<file path="src/rtl/stage_sequencer.sv">
// ============================================================================
// Module  : stage_sequencer
// Purpose : Multicycle CPU controller: boot/load/run/halt mode FSM plus a
//           latency/ready-gated stage walker that owns the PC and retire pulse.
//           Optional PERF_CNT_EN adds RUN-cycle and retire counters.
// Revision: 1.0 - initial release
// ============================================================================
`default_nettype none

module stage_sequencer #(
  parameter int unsigned NUM_STAGES = 5,
  parameter int unsigned LAT_W      = 4,
  parameter logic [NUM_STAGES*LAT_W-1:0] STAGE_LAT = 20'h1_1_5_0_0,
  parameter int unsigned PC_STAGE   = 3,
  parameter int unsigned PC_W       = 32,
  parameter logic [7:0]  BOOT_BYTE  = 8'hAA,
  localparam int unsigned SW = (NUM_STAGES > 1) ? $clog2(NUM_STAGES) : 1
) (
  input  logic                  clk,
  input  logic                  rstn,
  input  logic                  rx_valid,
  input  logic [7:0]            rx_data,
  input  logic                  load_done,
  input  logic [NUM_STAGES-1:0] stage_ready,
  input  logic                  stop_req,
  input  logic [PC_W-1:0]       next_pc,
  output logic [1:0]            mode,
  output logic [SW-1:0]         stage_idx,
  output logic [NUM_STAGES-1:0] stage_onehot,
  output logic [NUM_STAGES-1:0] stage_adv,
  output logic [PC_W-1:0]       pc,
  output logic                  retire,
  output logic                  halted,
  output logic [7:0]            led,
  output logic [31:0]           cycle_cnt,
  output logic [31:0]           retire_cnt
);

  localparam logic [1:0] MODE_IDLE = 2'd0;
  localparam logic [1:0] MODE_LOAD = 2'd1;
  localparam logic [1:0] MODE_RUN  = 2'd2;
  localparam logic [1:0] MODE_HALT = 2'd3;

  logic [LAT_W-1:0] lat;
  logic [LAT_W-1:0] cur_lat;
  logic [LAT_W-1:0] lat_tab [NUM_STAGES];
  logic             lat_done;
  logic             adv;
  logic             last_stage;
  logic             boot;
  logic             load_start;

  for (genvar g = 0; g < NUM_STAGES; g++) begin : g_lat_tab
    assign lat_tab[g] = STAGE_LAT[g*LAT_W +: LAT_W];
  end

  assign cur_lat    = lat_tab[stage_idx];
  assign lat_done   = (lat == cur_lat);
  assign adv        = (mode == MODE_RUN) && lat_done && stage_ready[stage_idx];
  assign last_stage = (stage_idx == SW'(NUM_STAGES - 1));
  assign boot       = rx_valid && (rx_data == BOOT_BYTE);
  assign load_start = boot && ((mode == MODE_IDLE) || (mode == MODE_HALT));

  always_comb begin
    stage_adv    = '0;
    stage_onehot = '0;
    for (int i = 0; i < NUM_STAGES; i++) begin
      if (stage_idx == SW'(i)) begin
        stage_adv[i]    = adv;
        stage_onehot[i] = (mode == MODE_RUN);
      end
    end
  end

  assign retire = stage_adv[NUM_STAGES-1];
  assign halted = (mode == MODE_HALT);
  assign led    = pc[7:0] | {2'b00, mode, 4'b0000};

  always_ff @(posedge clk or negedge rstn) begin
    if (!rstn) begin
      mode      <= MODE_IDLE;
      stage_idx <= '0;
      lat       <= '0;
      pc        <= '0;
    end else begin
      case (mode)
        MODE_IDLE: begin
          if (boot) mode <= MODE_LOAD;
        end
        MODE_LOAD: begin
          if (load_done) begin
            mode      <= MODE_RUN;
            stage_idx <= '0;
            lat       <= '0;
          end
        end
        MODE_RUN: begin
          if (adv) begin
            lat <= '0;
            if (stage_idx == SW'(PC_STAGE)) pc <= next_pc;
            if (last_stage) begin
              if (stop_req) mode <= MODE_HALT;
              else          stage_idx <= '0;
            end else begin
              stage_idx <= stage_idx + SW'(1);
            end
          end else if (!lat_done) begin
            // Saturate at the stage latency so a stalled stage stays ready to fire.
            lat <= lat + LAT_W'(1);
          end
        end
        default: begin
          if (boot) begin
            mode      <= MODE_LOAD;
            pc        <= '0;
            stage_idx <= '0;
            lat       <= '0;
          end
        end
      endcase
    end
  end

`ifdef PERF_CNT_EN
  logic [31:0] cycle_q;
  logic [31:0] retire_q;

  always_ff @(posedge clk or negedge rstn) begin
    if (!rstn) begin
      cycle_q  <= '0;
      retire_q <= '0;
    end else if (load_start) begin
      cycle_q  <= '0;
      retire_q <= '0;
    end else if (mode == MODE_RUN) begin
      cycle_q <= cycle_q + 32'd1;
      if (retire) retire_q <= retire_q + 32'd1;
    end
  end

  assign cycle_cnt  = cycle_q;
  assign retire_cnt = retire_q;
`else
  logic unused_perf;
  assign unused_perf = load_start;
  assign cycle_cnt   = '0;
  assign retire_cnt  = '0;
`endif

endmodule

`default_nettype wire
</file>
<file path="config.mk">
export PLATFORM = sky130hd
export DESIGN_NAME = stage_sequencer
export DESIGN_NICKNAME = d
export VERILOG_FILES = /design/src/rtl/stage_sequencer.sv
export SDC_FILE = /design/constraint.sdc
export NUM_CORES = 1
export LEC_CHECK = 0
export BUFFER_PORTS_ARGS = -buffer_cell sky130_fd_sc_hd__buf_2
export CORE_AREA = 10 10 96 98
export CTS_CLUSTER_SIZE = 28
export DETAILED_ROUTE_END_ITERATION = 16
export DIE_AREA = 0 0 106 108
export PLACE_DENSITY = 0.91
export RECOVER_POWER = 100
export SLEW_MARGIN = 10
export SYNTH_ARGS = -nofsm -noshare
export SYNTH_HDL_FRONTEND = slang
export SYNTH_SLANG_ARGS = --single-unit
</file>
<file path="constraint.sdc">
create_clock -name clk -period 2.44 [get_ports clk]
set_clock_uncertainty 0.05 [all_clocks]
set_input_delay 0.244 -clock clk [delete_from_list [all_inputs] [get_ports clk]]
set_output_delay 0.244 -clock clk [all_outputs]
set_load 0.01 [all_outputs]
</file>
==> results.sh <==
export IMPL_crit_family="simple AND/OR/NAND/NOR gates"
export IMPL_hp_class="in -> async"
export IMPL_synth_flop_cell="dfrtp_1"
export IMPL_endpoint_kind="output port"
export IMPL_nFillCells=718
export IMPL_clock_root_buffer="clkbuf_8"
export IMPL_cts_buffer_depth=2
export IMPL_p_per_area_nw_per_um2=705.2
export IMPL_slowest_stage="dfrtp_2"
export IMPL_cp_arrival_ns=2.03
export IMPL_seq_area_um2=1028
export IMPL_drc=0
export IMPL_layout_common_cells="64 x conb_1, 64 x buf_2, 42 x clkbuf_1"
export IMPL_max_cap_viol_count=0
export IMPL_synth_cells=369
export IMPL_detailed_place_hpwl_mm=7.356
export IMPL_maxUsedRoutingLayer="met4"
export IMPL_drv_slew=0
export IMPL_synth_ff_latch_count=41
export IMPL_avgSynthCellArea_um2=9.067
export IMPL_dr_pass1_iters=4
export IMPL_antenna_found_initial=0
export IMPL_nNetsFinal=524
export IMPL_critPathMaxStageDelay_ns=0.45
export IMPL_fin_crit_ns=2.320
export IMPL_p_total_mw=2.689
export IMPL_totalNegativeSetupSlack_ns=0
export IMPL_grt_pass1_wl_mm=15.48
export IMPL_port_buffer_count=106
export IMPL_yosysWarningCount=0
export IMPL_vias=2973
export IMPL_criticalPathCategory="reg -> out"
export IMPL_ctsHtreeMaxLevel=2
export IMPL_die_area_um2=11450
export IMPL_die_w_um=106
export IMPL_wl_met1_mm=3.602
export IMPL_cts_buffers=5
export IMPL_cts_tree="built"
export IMPL_drtIter0Drc=160
export IMPL_vdd_drop_max_mv=0.3925
export IMPL_cp_cell_sequence="ha_1 -> nor2b_2 -> xnor2_2 -> or2_4 -> nor2_2 -> and3_1 -> buf_2"
export IMPL_grt_pass1_vias=3031
export IMPL_start_util_pct=44.93
export IMPL_seq_area_frac_synth_pct=30.67
export IMPL_grt_usage_pct=16.07
export IMPL_core_um2=7447
export IMPL_place_congestion=0.9383
export IMPL_start_kind="flip-flop"
export IMPL_worst_path_buf_inv=1
export IMPL_final_cells=566
export IMPL_clock_latency_ns=0.29
export IMPL_design_area_um2=3812
export IMPL_synthToLayoutAreaGrowth_pct=13.95
export IMPL_power_leakage_nw=1.875
export IMPL_fin_crit_sh_pct=95.10
export IMPL_die_h_um=108
export IMPL_synthArstFlopShare_pct=100.0
export IMPL_cts_sinks=41
export IMPL_cp_data_required_time_ns=2.15
export IMPL_final_util_pct=51.19
export IMPL_synth_edf_count=0
export IMPL_wl_per_cell_um=17.20
export IMPL_finalWirelength_mm=9.736
export IMPL_multi_input_area_um2=1897
export IMPL_drive_above_1_share_pct=29.53
export IMPL_setup_viol=0
export IMPL_dp_cells=555
export IMPL_max_slew_margin_pct=29.11
export IMPL_fmaxAchievable_ghz=0.4310
export IMPL_drtAntennaViolNets=0
export IMPL_wl_met2_mm=4.878
export IMPL_netlist_area_um2=3346
export IMPL_synth_cell_type_count=41
export IMPL_dpl_cell_area_um2=3700
export IMPL_cts_hold_buf=0
export IMPL_outcome="complete, no violations"
export IMPL_finalHoldViolCount=0
export IMPL_vias_per_cell=5.253
export IMPL_n_antenna_cell=0
export IMPL_worst_pin_slew_ns=1.063
export IMPL_io_pin_count=171
export IMPL_cp_max_fo=8
export IMPL_overflow=0
export IMPL_grt_max_degree=42
export IMPL_met3_length_mm=1.030
export IMPL_rows=32
export IMPL_clk_pin_slew_worst_paths_ns=0.09
-- cell families after synthesis --
group | Yosys count | synth area share [%]
mux | 5 | 1.496
simple gates | 121 | 21.32
other cells | 1 | 0.1121
buf+inv | 108 | 21.24
fa+ha+maj | 11 | 4.114
xor+xnor | 1 | 0.2618
flops | 41 | 30.67
compound gates | 81 | 20.79
-- power by group --
part           total, mW  leakage [nW]  switching, mW  internal [mW]
logic               1.38          1.27          0.916          0.462
registers          0.824         0.550         0.0776          0.746
clock network      0.486        0.0512          0.256          0.230
-- synthesized netlist by cell type (all sizes together), types with 2 or more instances --
cell	number	area share, %
clkbuf	21	2.4
ha	11	4.1
nand2	10	1.1
a32oi	30	7.9
buf	77	18
nor3	6	0.90
nor2b	4	0.75
o211ai	2	0.45
o32a	2	0.60
and2	4	0.75
o311ai	2	0.52
and3	37	6.9
o21ai	35	8.5
nand2b	32	6.0
or2	3	0.56
dfrtp	41	31
inv	10	1.1
nand3	9	1.3
nor2	8	0.97
mux2i	5	1.5
o22ai	3	0.56
or3	2	0.37
o31ai	3	1.4
-- layer usage --
| layer | GRT usage [%] | up-vias |
|---|---|---|
| met2 | 26.68 | 146 |
| li1 | - | 1378 |
| met5 | 0 | - |
| met3 | 6.484 | 18 |
| met1 | 18.37 | 1431 |
| met4 | 5.899 | 0 |
-- through the flow --
stage / worst slack [ns] / hold slack [ns]
2_1_floorplan: 0.3037 / -0.1016
3_3_place_gp: 0.2849 / 0.3785
3_5_place_dp: 0.2229 / 0.4019
4_1_cts: 0.03152 / 0.06521
5_1_grt: -0.003417 / 0.1570
6_report: 0.1196 / 0.05507
-- final timing paths --
kind	from	to	slack [ns]	cells after the start
worst max-delay path	stage_idx[1]	stage_adv[2]	0.12	7
worst min-delay path	rstn	pc[13]	0.06	1
worst max register to register	mode[1]	stage_idx[0]	0.31	7
worst min register to register	pc[11]	pc[11]	0.48	2
max in group asynchronous	rstn	stage_idx[2]	1.53	1
min in group clk	next_pc[14]	pc[14]	0.28	4
-- final cells by class --
cell class / count / share of cell area (%)
multi-input combinational: 283 / 49.75
sequential: 41 / 26.98
inverter: 10 / 0.9846
timing repair buffer: 122 / 16.41
clock buffer: 6 / 2.166
clock inverter: 2 / 0.3610
tap: 102 / 3.348
-- state kept, by name, indices dropped and copies added (netlist names) --
signal / cells
pc: 32
mode: 2
lat: 4
stage_idx: 3
-- repair_timing --
action	in CTS	in global routing
resized for setup	6	8
pin swaps	0	1
setup endpoints to repair	6	6
gates cloned	0	1
buffers inserted	0	2
(Power assumes the default switching activity.)
